## src/rtl/pc_pkg.sv

```systemverilog
// Shared definitions for the program-counter stage: state encoding,
// reset/increment defaults and the instruction alignment check.
package pc_pkg;

  typedef enum logic [1:0] {
    BOOT  = 2'd0,
    RUN   = 2'd1,
    FAULT = 2'd2
  } pc_state_e;

  localparam logic [31:0] RESET_PC_DEF = 32'h0000_0000;
  localparam int          INC_DEF      = 4;
  localparam logic [1:0]  ALIGN_MASK   = 2'b11;

  function automatic logic is_misaligned(input logic [1:0] lsb);
    return (lsb & ALIGN_MASK) != 2'b00;
  endfunction

endpackage

```

## src/rtl/pc_next_stage_if.sv

```systemverilog
// Redirect inputs and fetch handshake of the PC stage. The master side is the
// PC stage itself; the slave side is fetch/redirect control.
interface pc_next_stage_if #(
  parameter int WIDTH = 32
);
  logic             jump;
  logic [WIDTH-1:0] jump_target;
  logic             branch_taken;
  logic [WIDTH-1:0] branch_target;
  logic             stall;
  logic             pc_ready;
  logic [WIDTH-1:0] pc;
  logic [WIDTH-1:0] pc_plus4;
  logic             pc_valid;
  logic             misaligned;
  logic [31:0]      issue_count;

  modport master (
    input  jump, jump_target, branch_taken, branch_target, stall, pc_ready,
    output pc, pc_plus4, pc_valid, misaligned, issue_count
  );

  modport slave (
    output jump, jump_target, branch_taken, branch_target, stall, pc_ready,
    input  pc, pc_plus4, pc_valid, misaligned, issue_count
  );
endinterface

```

## src/rtl/pc_reg.sv

```systemverilog
// Load-enabled register with asynchronous active-low reset to RST_VAL.
module pc_reg #(
  parameter int               WIDTH   = 32,
  parameter logic [WIDTH-1:0] RST_VAL = '0
) (
  input  logic             clk,
  input  logic             rst_n,
  input  logic             en,
  input  logic [WIDTH-1:0] d,
  output logic [WIDTH-1:0] q
);
  logic [WIDTH-1:0] val_q;

  always_ff @(posedge clk or negedge rst_n) begin
    if (!rst_n)  val_q <= RST_VAL;
    else if (en) val_q <= d;
  end

  assign q = val_q;
endmodule

```

## src/rtl/yMux.sv

```systemverilog
// Generic SIZE-bit 2:1 mux shared across the datapath: z = c ? b : a.
module yMux #(
  parameter int SIZE = 2
) (
  output logic [SIZE-1:0] z,
  input  logic [SIZE-1:0] a,
  input  logic [SIZE-1:0] b,
  input  logic            c
);
  assign z = c ? b : a;
endmodule

```

## src/rtl/pc_next_stage.sv

```systemverilog
// Program-counter stage: holds the PC, offers it to fetch with valid/ready,
// applies jump/branch redirects and traps misaligned targets until reset.
module pc_next_stage
  import pc_pkg::*;
#(
  parameter int               WIDTH    = 32,
  parameter logic [WIDTH-1:0] RESET_PC = WIDTH'(RESET_PC_DEF),
  parameter int               INC      = INC_DEF
) (
  input  logic                  clk,
  input  logic                  rst_n,
  pc_next_stage_if.master       bus
);

  pc_state_e        state_q, state_d;
  logic             pc_valid_q, pc_valid_d;
  logic             misaligned_q, misaligned_d;
  logic [31:0]      count_q, count_d;
  logic             pc_load;
  logic [WIDTH-1:0] pc_q;
  logic [WIDTH-1:0] pc_inc;
  logic [WIDTH-1:0] inc_or_branch;
  logic [WIDTH-1:0] pc_d;
  logic             redirect;
  logic             accept;

  assign pc_inc   = pc_q + WIDTH'(INC);
  assign redirect = bus.jump | bus.branch_taken;
  assign accept   = pc_valid_q & bus.pc_ready & ~bus.stall;

  // Jump sits on the outer mux so it overrides a simultaneous branch.
  yMux #(.SIZE(WIDTH)) u_mux_branch (
    .z(inc_or_branch), .a(pc_inc), .b(bus.branch_target), .c(bus.branch_taken)
  );
  yMux #(.SIZE(WIDTH)) u_mux_jump (
    .z(pc_d), .a(inc_or_branch), .b(bus.jump_target), .c(bus.jump)
  );

  pc_reg #(.WIDTH(WIDTH), .RST_VAL(RESET_PC)) u_pc_reg (
    .clk(clk), .rst_n(rst_n), .en(pc_load), .d(pc_d), .q(pc_q)
  );

  always_comb begin
    state_d      = state_q;
    pc_valid_d   = pc_valid_q;
    misaligned_d = misaligned_q;
    count_d      = count_q;
    pc_load      = 1'b0;
    case (state_q)
      BOOT: begin
        state_d    = RUN;
        pc_valid_d = 1'b1;
      end
      RUN: begin
        if (accept) count_d = count_q + 32'd1;
        // A redirect flushes the presented PC, so stall/ready do not gate it.
        if (redirect) begin
          pc_load = 1'b1;
          if (is_misaligned(pc_d[1:0])) begin
            state_d      = FAULT;
            pc_valid_d   = 1'b0;
            misaligned_d = 1'b1;
          end
        end else if (accept) begin
          pc_load = 1'b1;
        end
      end
      default: ;
    endcase
  end

  always_ff @(posedge clk or negedge rst_n) begin
    if (!rst_n) begin
      state_q      <= BOOT;
      pc_valid_q   <= 1'b0;
      misaligned_q <= 1'b0;
      count_q      <= 32'd0;
    end else begin
      state_q      <= state_d;
      pc_valid_q   <= pc_valid_d;
      misaligned_q <= misaligned_d;
      count_q      <= count_d;
    end
  end

  assign bus.pc          = pc_q;
  assign bus.pc_plus4    = pc_inc;
  assign bus.pc_valid    = pc_valid_q;
  assign bus.misaligned  = misaligned_q;
  assign bus.issue_count = count_q;

endmodule
```

## src/flat_wrapper.sv

```systemverilog
// flat-port wrapper written by rule: the top's interface ports become plain ports
module pc_next_stage_flat import pc_pkg::*;
#(
  parameter int               WIDTH    = 32,
  parameter logic [WIDTH-1:0] RESET_PC = WIDTH'(RESET_PC_DEF),
  parameter int               INC      = INC_DEF
)
  (clk, rst_n, bus_jump, bus_jump_target, bus_branch_taken, bus_branch_target, bus_stall, bus_pc_ready, bus_pc, bus_pc_plus4, bus_pc_valid, bus_misaligned, bus_issue_count);
  pc_next_stage_if #(.WIDTH(WIDTH)) bus_i ();
  input  logic clk;
  input  logic rst_n;
  input wire logic [$bits(bus_i.jump)-1:0] bus_jump;
  input wire logic [$bits(bus_i.jump_target)-1:0] bus_jump_target;
  input wire logic [$bits(bus_i.branch_taken)-1:0] bus_branch_taken;
  input wire logic [$bits(bus_i.branch_target)-1:0] bus_branch_target;
  input wire logic [$bits(bus_i.stall)-1:0] bus_stall;
  input wire logic [$bits(bus_i.pc_ready)-1:0] bus_pc_ready;
  output wire logic [$bits(bus_i.pc)-1:0] bus_pc;
  output wire logic [$bits(bus_i.pc_plus4)-1:0] bus_pc_plus4;
  output wire logic [$bits(bus_i.pc_valid)-1:0] bus_pc_valid;
  output wire logic [$bits(bus_i.misaligned)-1:0] bus_misaligned;
  output wire logic [$bits(bus_i.issue_count)-1:0] bus_issue_count;
  assign bus_i.jump = bus_jump;
  assign bus_i.jump_target = bus_jump_target;
  assign bus_i.branch_taken = bus_branch_taken;
  assign bus_i.branch_target = bus_branch_target;
  assign bus_i.stall = bus_stall;
  assign bus_i.pc_ready = bus_pc_ready;
  assign bus_pc = bus_i.pc;
  assign bus_pc_plus4 = bus_i.pc_plus4;
  assign bus_pc_valid = bus_i.pc_valid;
  assign bus_misaligned = bus_i.misaligned;
  assign bus_issue_count = bus_i.issue_count;
  pc_next_stage #(.WIDTH(WIDTH), .RESET_PC(RESET_PC), .INC(INC)) u_core (.clk(clk), .rst_n(rst_n), .bus(bus_i));
endmodule
```

## config.mk

```make
export PLATFORM = sky130hd
export DESIGN_NAME = pc_next_stage_flat
export DESIGN_NICKNAME = d
export VERILOG_FILES = /design/src/rtl/pc_pkg.sv /design/src/rtl/pc_next_stage_if.sv /design/src/rtl/pc_reg.sv /design/src/rtl/yMux.sv /design/src/rtl/pc_next_stage.sv /design/src/flat_wrapper.sv
export SDC_FILE = /design/constraint.sdc
export NUM_CORES = 1
export LEC_CHECK = 0
export BUFFER_PORTS_ARGS = -buffer_cell sky130_fd_sc_hd__buf_2
export CELL_PAD_IN_SITES_DETAIL_PLACEMENT = 0
export CELL_PAD_IN_SITES_GLOBAL_PLACEMENT = 1
export CORE_MARGIN = 4
export CORE_UTILIZATION = 38
export CTS_CLUSTER_SIZE = 30
export DETAILED_ROUTE_END_ITERATION = 8
export PLACE_DENSITY = 0.89
export SETUP_SLACK_MARGIN = 0.05
export SLEW_MARGIN = 20
export SYNTH_ARGS = -nofsm -noshare
export SYNTH_HDL_FRONTEND = slang
export SYNTH_SLANG_ARGS = --single-unit
```

## constraint.sdc

```tcl
create_clock -name clk -period 5 [get_ports clk]
set_input_delay 0 -clock clk [delete_from_list [all_inputs] [get_ports clk]]
set_output_delay 0 -clock clk [all_outputs]
set_load 0.01 [all_outputs]
```

==> impl_metrics.env <==
export IMPL_fin_crit_sh_pct=58.6
export IMPL_drt_pass1_iterations=5
export IMPL_ir_drop_mv=0.202
export IMPL_fmax_mhz=341
export IMPL_synth_top_cell_area_share_pct=40.9
export IMPL_synth_area_leaders="dfrtp_1 41%, xnor2_1 7.1%, xor2_1 5.3%, nor2_1 4.7%, a21oi_1 4.3%"
export IMPL_ys_ff_latch=67
export IMPL_status="completed"
export IMPL_core_area_um2=10400
export IMPL_antenna_found_initial=0
export IMPL_viasPerCell=5.31
export IMPL_hpwl_um=9600
export IMPL_h_tree_depth=3
export IMPL_yosysMostFrequentCell="dfrtp_1"
export IMPL_row_count=37
export IMPL_synth_largest_area_cell="dfrtp_1"
export IMPL_area_delta_synth_final_pct=36.3
export IMPL_path_class="flip-flop to flip-flop"
export IMPL_synth_ff_type="dfrtp_1"
export IMPL_max_clock_path_buffers=2
export IMPL_cts_made_buffers=9
export IMPL_fin_ws_ns=2.07
export IMPL_drt_iter0_markers=343
export IMPL_max_slew_worst_pin_slew_ns=0.955
export IMPL_async_flop_share_pct=100
export IMPL_hold_violations=0
export IMPL_synth_top_cells_by_count="67 x dfrtp_1, 51 x nor2_1, 36 x nand2_1"
export IMPL_overflow=0
export IMPL_dp_slack_ns=2.21
export IMPL_worstPathArrival_ns=3.19
export IMPL_stdcell_area_um2=5580
export IMPL_cp_start_kind="flip-flop"
export IMPL_die_w_um=112
export IMPL_hp_class="primary input to flip-flop"
export IMPL_skew_ns=0.00894
export IMPL_die_h_um=112
export IMPL_clock_sinks=67
export IMPL_routedWlPerCell_um=17.0
export IMPL_cts_tree="built"
export IMPL_ys_types=58
export IMPL_drv_cap=0
export IMPL_synth_warning_count=0
export IMPL_end_kind="flip-flop"
export IMPL_utilization_pct=53.6
export IMPL_synth_edf_count=0
export IMPL_grt_first_pass_wirelength_um=21900
export IMPL_post_route_min_period_ns=2.93
export IMPL_grtUsageTotal_pct=21.3
export IMPL_grt_max_degree=68
export IMPL_ant_nets=0
export IMPL_portBuffers=167
export IMPL_routed_wl_um=13300
export IMPL_cts_root_buf="clkbuf_8"
export IMPL_place_area_um2=4990
export IMPL_drcViolationCount=0
export IMPL_diodes=0
export IMPL_synthCells=454
export IMPL_synth_fp_nets=526
export IMPL_setup_violations=0
export IMPL_cellLeakagePower_uw=0.00268
export IMPL_cp_required_ns=5.26
export IMPL_path_clk_slew_ns=0.07
export IMPL_synth_seq_area_share_pct=40.9
export IMPL_start_util_pct=39.3
export IMPL_setup_tns_ns=0
export IMPL_crit_path_max_fanout=11
export IMPL_slew_viol_final=0
export IMPL_dieArea_um2=12500
export IMPL_finish_net_count=716
export IMPL_clk_latency_ns=0.34
export IMPL_rsz0062_at_grt="no"
export IMPL_ioPinCount=168
export IMPL_syn_area_um2=4100
export IMPL_slew_headroom_pct=36.3
export IMPL_grt_pass1_vias=4301
export IMPL_vias=4171
export IMPL_gp_congestion=0.883
export IMPL_syn_area_per_cell_um2=9.02
export IMPL_powerDensity_nw_per_um2=438
export IMPL_cts_resized=0
export IMPL_drive_gt1_share_pct=32.0
==> worst max-delay path: stages, from the launching register on <==
cell,delay [ns]
dfrtp_1,0.43
ha_1,0.26
nand4_1,0.20
nor3_2,0.57
nor4b_2,0.45
a222oi_1,0.17
dlygate4sd3_1,0.65
o2bb2ai_1,0.12
==> registers in the layout, indices dropped and copies added (netlist names) <==
register and count:
u_core.bus.issue_count 32, u_core.state_q 2, u_core.u_pc_reg.q 32, u_core.bus.misaligned 1
==> power breakdown <==
| part | internal (µW) | switching, µW | total, µW |
|---|---|---|---|
| Sequential | 682 | 242 | 924 |
| Clock | 182 | 228 | 411 |
| Combinational | 517 | 593 | 1110 |
==> cells by family after synthesis <==
logic type                 Yosys count  share of synthesized area, %
DFF                                 67                          40.9
AOI/OAI and AO/OA                   94                          15.2
and+or+nand+nor                    187                          24.7
muxes                                8                          1.99
xor gates and xnor gates            58                          12.4
buffers and inverters               38                          4.15
adders and majority gates            2                         0.611
==> worst paths after layout <==
path                                                         from                                 to  slack [ns]  cells after the start
worst max-delay path             u_core.u_pc_reg.q[2]$_DFFE_PN0P_  u_core.u_pc_reg.q[28]$_DFFE_PN0P_        2.07                      7
worst min-delay path                         bus_branch_target[5]   u_core.u_pc_reg.q[5]$_DFFE_PN0P_        0.02                      5
worst max register to register   u_core.u_pc_reg.q[2]$_DFFE_PN0P_  u_core.u_pc_reg.q[28]$_DFFE_PN0P_        2.07                      7
worst min register to register  u_core.bus.misaligned$_DFFE_PN0P_  u_core.bus.misaligned$_DFFE_PN0P_        0.47                      1
max in group asynchronous                                   rst_n  u_core.u_pc_reg.q[23]$_DFFE_PN0P_        4.00                      3
min in group asynchronous                                   rst_n   u_core.u_pc_reg.q[7]$_DFFE_PN0P_        0.41                      3
==> cell usage in the layout, fill, tap and decap left out, types with 3 or more instances in the layout <==
master	instances
a222oi_1	3
nor2_1	51
inv_1	11
o21ai_0	15
buf_2	167
dfrtp_1	67
or2_2	6
mux2i_1	7
a21oi_1	34
o2bb2ai_1	4
nand4_1	13
nor3_1	8
and3_1	12
clkbuf_8	9
a22oi_1	3
clkinvlp_4	4
xnor2_1	33
nand3_2	3
xor2_1	25
a221o_1	11
nand2_1	36
nor2b_1	5
dlygate4sd3_1	37
nand2b_1	3
nand3_1	29
o22ai_1	4
nor4_4	3
and2_1	3
a211oi_1	3
==> stage by stage <==
stage,total power [µW],hold WS (ns),cells
CTS,2440,0.00249,784
global route,2630,0.0211,785
floorplan,1510,-0.296,454
detailed placement,1950,0.243,731
global placement,1930,0.234,731
finish,2440,0.0187,785
==> what timing repair did <==
action | 4_1_cts | 5_1_grt
hold endpoints to repair | 94 | 0
buffers inserted | 0 | 0
hold buffers | 37 | 0
==> cell type report <==
| type | count | area, µm² |
|---|---|---|
| Timing Repair Buffer | 206 | 1240 |
| Clock inverter | 7 | 52.6 |
| Multi-Input combinational cell | 349 | 2280 |
| Fill cell | 994 | 4830 |
| Inverter | 11 | 41.3 |
| Tap cell | 136 | 170 |
| Clock buffer | 9 | 124 |
| Sequential cell | 67 | 1680 |
==> metal layers <==
metal  vias to the layer above  wire, µm  GRT usage, %
met5                         -         0             0
met4                         0        86          3.16
met3                         9      1210          7.12
met2                       177      6540          37.5
met1                      1987      5510          25.9
li1                       1998         -             -
Power figures use the tool's default switching activity.
